[src/rtl/branch_predictor.sv]
// branch_predictor: fetch-side direction/target predictor.
// A direct-mapped BTB (valid, tag, target) indexed by pc[INDEX_W+1:2] is
// paired with 2-bit saturating counters (00 strong NT .. 11 strong T).
// Lookup for if_pc is purely combinational from registered state, so there
// is no path from the ex_* inputs to pred_*. A resolved conditional branch
// in EX (ex_Branch = 1) trains the tables on the rising edge; a same-cycle
// lookup of the same index therefore sees the pre-update entry.
// A free-running 32-bit counter tallies direction mispredictions.
//
// Optional build macro BP_GSHARE_EN: counters move into a separate pattern
// history table indexed by idx ^ global history; the history register is
// exported as if_ghr, and the history seen at fetch returns as ex_ghr.
module branch_predictor #(
    parameter int ENTRIES = 16,
    parameter int INDEX_W = 4
) (
    input  logic               clk,
    input  logic               rst,
    input  logic [31:0]        if_pc,
    output logic               pred_taken,
    output logic [31:0]        pred_target,
    input  logic               ex_Branch,
    input  logic [31:0]        ex_pc,
    input  logic               ex_take_branch,
    input  logic [31:0]        ex_target,
    input  logic               ex_pred_taken,
    output logic [31:0]        mispredict_cnt
`ifdef BP_GSHARE_EN
    ,
    output logic [INDEX_W-1:0] if_ghr,
    input  logic [INDEX_W-1:0] ex_ghr
`endif
);

    localparam int TAG_W = 32 - INDEX_W - 2;

    // Saturating step of a 2-bit direction counter.
    function automatic logic [1:0] sat_step(input logic [1:0] c, input logic up);
        if (up) begin
            return (c == 2'b11) ? c : c + 2'd1;
        end
        return (c == 2'b00) ? c : c - 2'd1;
    endfunction

    // BTB storage (flops, so reset clears every entry in one cycle).
    logic               valid_q  [ENTRIES];
    logic [TAG_W-1:0]   tag_q    [ENTRIES];
    logic [31:0]        target_q [ENTRIES];
    logic [31:0]        mispredict_q;
    logic [31:0]        mispredict_d;

    // EX-side decode and next values for the single BTB entry being trained.
    logic [INDEX_W-1:0] ex_idx;
    logic [TAG_W-1:0]   ex_tag;
    logic               ex_hit;
    logic               btb_we;
    logic               valid_d;
    logic [TAG_W-1:0]   tag_d;
    logic [31:0]        target_d;

    // IF-side lookup.
    logic [INDEX_W-1:0] if_idx;
    logic               if_hit;
    logic [1:0]         if_ctr;

    // Address bits [1:0] never take part in indexing or tagging.
    logic unused_pc_lsbs;
    assign unused_pc_lsbs = ^{if_pc[1:0], ex_pc[1:0]};

`ifdef BP_GSHARE_EN
    logic [1:0]         pht_q [ENTRIES];
    logic [INDEX_W-1:0] ghr_q;
    logic [INDEX_W-1:0] ghr_d;
    logic [INDEX_W-1:0] pht_idx;
    logic [1:0]         pht_d;
    logic [INDEX_W:0]   ghr_shift;
`else
    logic [1:0]         ctr_q [ENTRIES];
    logic [1:0]         ctr_d;
`endif

    // Compute the write-back for the EX branch's BTB entry (and counter).
    always_comb begin
        ex_idx   = ex_pc[INDEX_W+1:2];
        ex_tag   = ex_pc[31:INDEX_W+2];
        ex_hit   = valid_q[ex_idx] && (tag_q[ex_idx] == ex_tag);
        btb_we   = 1'b0;
        valid_d  = valid_q[ex_idx];
        tag_d    = tag_q[ex_idx];
        target_d = target_q[ex_idx];
`ifndef BP_GSHARE_EN
        ctr_d    = ctr_q[ex_idx];
`endif
        if (ex_Branch) begin
            if (ex_hit) begin
                // Hit: train the counter; a taken outcome refreshes the target.
                btb_we = 1'b1;
                if (ex_take_branch) begin
                    target_d = ex_target;
                end
`ifndef BP_GSHARE_EN
                ctr_d = sat_step(ctr_q[ex_idx], ex_take_branch);
`endif
            end else if (ex_take_branch) begin
                // Taken miss: allocate or replace, starting at weak taken.
                btb_we   = 1'b1;
                valid_d  = 1'b1;
                tag_d    = ex_tag;
                target_d = ex_target;
`ifndef BP_GSHARE_EN
                ctr_d    = 2'b10;
`endif
            end
            // Not-taken miss leaves the BTB untouched.
        end
    end

`ifdef BP_GSHARE_EN
    // PHT entry selected by the history the branch saw at fetch; history shifts in the outcome.
    always_comb begin
        pht_idx   = ex_idx ^ ex_ghr;
        pht_d     = sat_step(pht_q[pht_idx], ex_take_branch);
        ghr_shift = {ghr_q, ex_take_branch};
        ghr_d     = ghr_shift[INDEX_W-1:0];
    end
`endif

    // Event counter: one per resolved branch whose direction was mispredicted.
    always_comb begin
        mispredict_d = mispredict_q
                     + {31'd0, ex_Branch && (ex_pred_taken != ex_take_branch)};
    end

    // Table and counter state; reset wins over a same-cycle update.
    always_ff @(posedge clk) begin
        if (rst) begin
            for (int i = 0; i < ENTRIES; i++) begin
                valid_q[i]  <= 1'b0;
                tag_q[i]    <= '0;
                target_q[i] <= '0;
`ifdef BP_GSHARE_EN
                pht_q[i]    <= 2'b01;
`else
                ctr_q[i]    <= 2'b01;
`endif
            end
            mispredict_q <= '0;
`ifdef BP_GSHARE_EN
            ghr_q        <= '0;
`endif
        end else begin
            if (btb_we) begin
                valid_q[ex_idx]  <= valid_d;
                tag_q[ex_idx]    <= tag_d;
                target_q[ex_idx] <= target_d;
`ifndef BP_GSHARE_EN
                ctr_q[ex_idx]    <= ctr_d;
`endif
            end
`ifdef BP_GSHARE_EN
            if (ex_Branch) begin
                pht_q[pht_idx] <= pht_d;
                ghr_q          <= ghr_d;
            end
`endif
            mispredict_q <= mispredict_d;
        end
    end

    // Zero-latency lookup for the fetch PC from registered state only.
    always_comb begin
        if_idx = if_pc[INDEX_W+1:2];
        if_hit = valid_q[if_idx] && (tag_q[if_idx] == if_pc[31:INDEX_W+2]);
`ifdef BP_GSHARE_EN
        if_ctr = pht_q[if_idx ^ ghr_q];
`else
        if_ctr = ctr_q[if_idx];
`endif
        pred_taken  = if_hit && if_ctr[1];
        pred_target = pred_taken ? target_q[if_idx] : if_pc + 32'd4;
    end

    assign mispredict_cnt = mispredict_q;
`ifdef BP_GSHARE_EN
    assign if_ghr = ghr_q;
`endif

endmodule
[config.mk]
export PLATFORM = sky130hd
export DESIGN_NAME = branch_predictor
export DESIGN_NICKNAME = d
export VERILOG_FILES = /design/src/rtl/branch_predictor.sv
export SDC_FILE = /design/constraint.sdc
export NUM_CORES = 2
export LEC_CHECK = 0
export ABC_AREA = 1
export BUFFER_PORTS_ARGS = -buffer_cell sky130_fd_sc_hd__clkbuf_2
export CORE_MARGIN = 8
export CORE_UTILIZATION = 57
export CTS_CLUSTER_DIAMETER = 30
export DETAILED_ROUTE_END_ITERATION = 6
export PLACE_DENSITY = 0.75
export SYNTH_ARGS = -nofsm -noshare
export SYNTH_HDL_FRONTEND = slang
export SYNTH_SLANG_ARGS = --single-unit
[constraint.sdc]
create_clock -name clk -period 9.2 [get_ports clk]
set_clock_uncertainty 0.2 [all_clocks]
set_input_delay 1.38 -clock clk [delete_from_list [all_inputs] [get_ports clk]]
set_output_delay 1.38 -clock clk [all_outputs]
set_load 0.02 [all_outputs]
After elaboration in Yosys (flattened, before gate mapping)
Memory sizes are Yosys's and may differ from the RTL's.
Cells that the tools add are included.
Cells by class
  $add $sub $neg: 4
  multipliers: 0
  div/mod/pow operators: 0
  order comparisons: 0
  equal/unequal tests: 6
  shift-type cells: 0
  multiplexer cells: 38
  bitwise logic cells: 0
  reductions and logical operators: 10
Operators by type and width (number)
  32-bit two-way mux: 4
  26-bit two-way mux: 4
  26-bit == test: 2
  32-bit by 1-bit adder with 32-bit output: 1
  32-bit by 3-bit adder with 32-bit output (second input constant): 1
  32-bit OR reduction: 1
  26-bit OR reduction: 1
  1-bit two-way mux: 18
  2-bit two-way mux: 8
  4-bit two-way mux: 4
  1-bit logical AND: 4
  3-bit AND reduction: 1
  2-bit by 1-bit adder with 2-bit output (second input constant): 1
  2-bit == test (second input constant): 1
  2-bit zero test: 1
  2-bit inequality test (second input constant): 1
  2-bit OR reduction: 1
  2-bit by 1-bit subtractor with 2-bit output (second input constant): 1
  1-bit inequality test: 1
  1-bit inequality test (second input constant): 1
  1-bit OR reduction: 1
Storage, ports and cells
  register bits: 32
  latch bits: 0
  bits in writable memories: 976
  bits in read-only memories: 0
  input port bits: 101
  output and inout bits: 65
  word-level logic and storage cells: 63
  memories: 4
Memories
  target_q: depth 16, width 32, rd ports 1, clocked after memory_dff 0, wr ports 16, RTL line 48  | logic [31:0] target_q [ENTRIES];
  tag_q: depth 16, width 26, rd ports 2, clocked after memory_dff 0, wr ports 16, RTL line 47  | logic [TAG_W-1:0] tag_q [ENTRIES];
  ctr_q: depth 16, width 2, rd ports 2, clocked after memory_dff 0, wr ports 16, RTL line 78  | logic [1:0] ctr_q [ENTRIES];
  valid_q: depth 16, width 1, rd ports 2, clocked after memory_dff 0, wr ports 16, RTL line 46  | logic valid_q [ENTRIES];

Depth between registers and ports, before layout
An unclocked memory read counts as a cell.
  word-level depth: 11
  depth in mapped cells: 24
  mapped depth without buffers: 21

Worst setup path after synthesis
OpenSTA, ideal clock, no wires.
  path type: input-to-output
  from: in if_pc[2]
  to: out pred_target[20]
  arrival time: 3604 ps
  required time: 7620 ps
  slack: 4016 ps
  cell stages on the path: 16
  cell sequence: inv_2 clkbuf_1 clkbuf_1 a21oi_1 o21ai_0 nand3_1 nand3_1 nand2_1 xor2_1 nand3_1 nor2_1 nand3_1 nor2_2 buf_2 nand2_1 nand2_1
Between the ends
  longest elaborated chain between the ends: 5
  elaborated cells on any way between the ends: 9
RTL lines
  from (decl): RTL line 19  | input logic [31:0] if_pc,
  memory 16 x 26 bit
  26-bit == test: RTL line 173  | if_hit = valid_q[if_idx] && (tag_q[if_idx] == if_pc[31:INDEX_W+2]);
  1-bit logical AND: RTL line 173
  1-bit logical AND *: RTL line 179  | pred_taken = if_hit && if_ctr[1];
  net pred_taken: RTL line 20  | output logic pred_taken,
  32-bit two-way mux *: RTL line 180  | pred_target = pred_taken ? target_q[if_idx] : if_pc + 32'd4;
  to (decl): RTL line 21  | output logic [31:0] pred_target,
Mark *: on every way through the listed nets, which the timed path passes. The rest lies on a longest branch.

Final worst setup path
  from: in if_pc[5]
  to: out pred_target[19]
Between the ends
  longest elaborated chain between the ends: 5
  elaborated cells on any way between the ends: 9
RTL lines (RTL line)
  memory 16 x 26 bit
  26-bit == test: 173
  1-bit logical AND: 173
  1-bit logical AND: 179
  32-bit two-way mux *: 180
Every way passes the cells marked *; elsewhere a longest branch is shown, timed or not.

==> metrics.txt <==
status=finished, final reports clean; Max rail drop VDD=235 uV; Synth Area in XOR/XNOR=0.00578; Seq cells post-synth=1008; largest family of logic cells by synthesized area=simple AND/OR/NAND/NOR gates; Hold Buf Count CTS=0; detailed-route wire length=183 mm; Synth Area in Compound Gates=0.105; ys flop type=edfxtp_1; PwrDens=234 nW/um^2; nets@finish=6163; Detailed Routing Iterations Pass 1=7; Worst path top cell family by delay=simple AND/OR/NAND/NOR gates; CP Launch Type=input port; Post-Syn Area=51600 um^2; simple-gate portion of the synthesized area=0.250; synth unique cells=41; slowest CP cell=nor2_4; leading area contributor after synthesis=edfxtp_1; Crit path buffers/inverters=6; synth top area cells=edfxtp_1, nor2_1, nand2_1; postcts setup bufs=0; Synth Area in Adders=0.000728; Setup Viol. Count Final=0; post-synth top area share=0.569; post-cts sizing count=0; most used cell, CP=nand2_1; global-route wire length before repair=266 mm; fillers=6876; total gr overflow=0; Final Hold Vio Count=0; core area=89900 um^2; Final Wtd Congestion=1.00; starting density of the core=0.574; vias=46.6k; die area=100000 um^2; path depth of the worst reg2reg path=17; share of layout cells above drive strength 1=0.106; CTS buffer count=199; Die Y-Extent=317 um; syn_nets=6141; Min-Delay Path Class=reg2reg; relative slew slack=0.163; Max-Cap Viols=0; port bufs=163; Seq/Total Area, Yosys=0.581; CP endpoint=pred_target[19]; asr flop ratio synth=0; crit path kind=in2out; CP Data Arrival Time=5950 ps; # IOs=166; max frequency=133 MHz; initial DRC count=7815; pin count of the biggest net entering global routing=193; Die W=317 um; antenna-violating nets left=0; worst reg2reg startpoint=tag_q[5][14]$_SDFFCE_PN0P_; clock slew at reported path FFs=40 ps; CP max stage delay=660 ps; root buf cell=clkbuf_16; number of global-route vias before repair=44.2k; data required time of the worst path=7620 ps; Post-synth EDFFs=976; Min Clock Period, post-route=7530 ps; crit end category=output pin; cell with the most instances after synthesis=nor2_1; Slew Viols, Final=0; Worst R2R Setup Slack=4120 ps; DRC Markers=0; H-tree depth=4; critical path peak fanout=26; total track usage=0.354; Mean Syn Cell Area=8.54 um^2; r2r endpoint=tag_q[8][10]$_SDFFCE_PN0P_; origin of the worst setup path=if_pc[5]; post-synthesis cell count=6037; period utilization=0.819; CTS sink cnt=1008; Yosys warnings=0; clock latency at the later pin of the worst-skew pair=800 ps; Slew @ Worst Pin=1250 ps; DP HPWL=103 mm; drt wl/cell=24.6 um; static leakage=0.0242 uW; Total Negative Setup Slacks=0 ps; antenna violations before repair=15; worst path cell trace=clkbuf_2 -> inv_2 -> nor2_4 -> buf_4 -> nand2_1 -> nand2_1 -> inv_1 -> nand2_1 -> nand2_1 -> nand2_1 -> nand2_1 -> nor2_1 -> nand3_1 -> nor2_4 -> inv_2 -> nand2_1 -> nand2_1 -> clkbuf_2; CTS tree=yes; post-synthesis mux area share=0; critical path depth in cells=18; Hold WS=279 ps; Area Growth Syn to Fin=16.4%; Site Rows=110; fin util=0.668; unrepaired setup endpoints after global routing=no; synth cell count leaders=nor2_1, nand2_1, edfxtp_1, o21ai_0, inv_1; Via density=6.28; clk buf depth=3
-- cell usage in the layout (no fill, tap or decap), types with 23 or more instances in the layout --
cell type / count
nor2_1: 1548
nand2_1: 1411
edfxtp_1: 976
o21ai_0: 599
inv_1: 286
clkbuf_16: 200
nand3_1: 188
clkbuf_2: 158
a21oi_1: 130
buf_4: 95
o22ai_1: 86
o221ai_1: 47
o211ai_1: 46
nand2_2: 39
o21ai_1: 38
clkinv_2: 35
bufinv_16: 35
dfxtp_1: 32
xor2_1: 29
clkinv_1: 29
nor3_1: 27
nand4_1: 23
-- layout make-up --
type | count | area [um^2] | share of cell area
multi-input cells | 4292 | 18800 | 0.313
diodes | 10 | 25.0 | 0.000417
flip-flops and latches | 1008 | 29900 | 0.499
repair buffers | 259 | 1610 | 0.0268
inverters | 299 | 1140 | 0.0190
clock buffers | 222 | 5100 | 0.0849
clock inverters | 151 | 1970 | 0.0328
well taps | 1176 | 1470 | 0.0245
-- worst register-to-register path, cell delays in order (launching register included) --
cell and delay [ps]:
edfxtp_1 380, nand2_1 80, o21ai_0 100, nand2_1 90, nand2_1 50, nand2_1 110, nand2_1 100, nor2_1 340
nand2_1 90, nand2_1 80, nand2_1 70, nor2_1 170, nand2_1 120, nor2_1 100, nand2_1 160, nand2_4 370
nand4_4 750, nand2_2 1230
-- kinds of logic (layout without fill, tap and decap cells) --
kind of cell / after synthesis / in the layout
DFF: 1008 / 1008
other: 0 / 10
buffers and inverters: 737 / 931
AOI/OAI and AO/OA: 985 / 985
and+or+nand+nor: 3270 / 3270
xor gates and xnor gates: 34 / 34
adders and majority gates: 3 / 3
-- power breakdown --
group          internal (uW)  switching [uW]
Clock                   4990            2540
Combinational            269             933
Sequential              5240            67.8
Total                  10500            3540
-- state kept, by name, indices dropped and copies added, names as in the netlist --
| name | count |
|---|---|
| ctr_q | 32 |
| mispredict_cnt | 32 |
| tag_q | 416 |
| target_q | 512 |
| valid_q | 16 |
-- metal layers --
layer	GRT usage	up-vias	share of wire
met4	0.227	12	0.070
li1	-	20200	-
met2	0.543	3813	0.44
met3	0.108	849	0.15
met5	0	-	0.00045
met1	0.436	21700	0.34
-- through the flow --
stage / instance area (um^2) / total power, uW / cells / worst slack (ps)
2_1_floorplan: 51600 / 6100 / 6037 / 4020
3_3_place_gp: 52900 / 6510 / 7034 / 1600
3_5_place_dp: 52900 / 6530 / 7034 / 1510
4_1_cts: 60000 / 14000 / 7407 / 2000
5_1_grt: 60000 / 14400 / 7408 / 1530
6_report: 60000 / 14000 / 7417 / 1670
-- worst min-delay path by stage --
stage / to / slack, ps / from / depth (start not counted)
finish: mispredict_cnt[31]$_SDFF_PP0_ / 280 / mispredict_cnt[31]$_SDFF_PP0_ / 2
global route: mispredict_cnt[31]$_SDFF_PP0_ / 290 / mispredict_cnt[31]$_SDFF_PP0_ / 2
CTS: mispredict_cnt[31]$_SDFF_PP0_ / 270 / mispredict_cnt[31]$_SDFF_PP0_ / 2
detailed placement: mispredict_cnt[31]$_SDFF_PP0_ / 260 / mispredict_cnt[31]$_SDFF_PP0_ / 2
global placement: mispredict_cnt[31]$_SDFF_PP0_ / 250 / mispredict_cnt[31]$_SDFF_PP0_ / 2
floorplan: mispredict_cnt[31]$_SDFF_PP0_ / 340 / mispredict_cnt[31]$_SDFF_PP0_ / 2
Power figures use the tool's default switching activity.
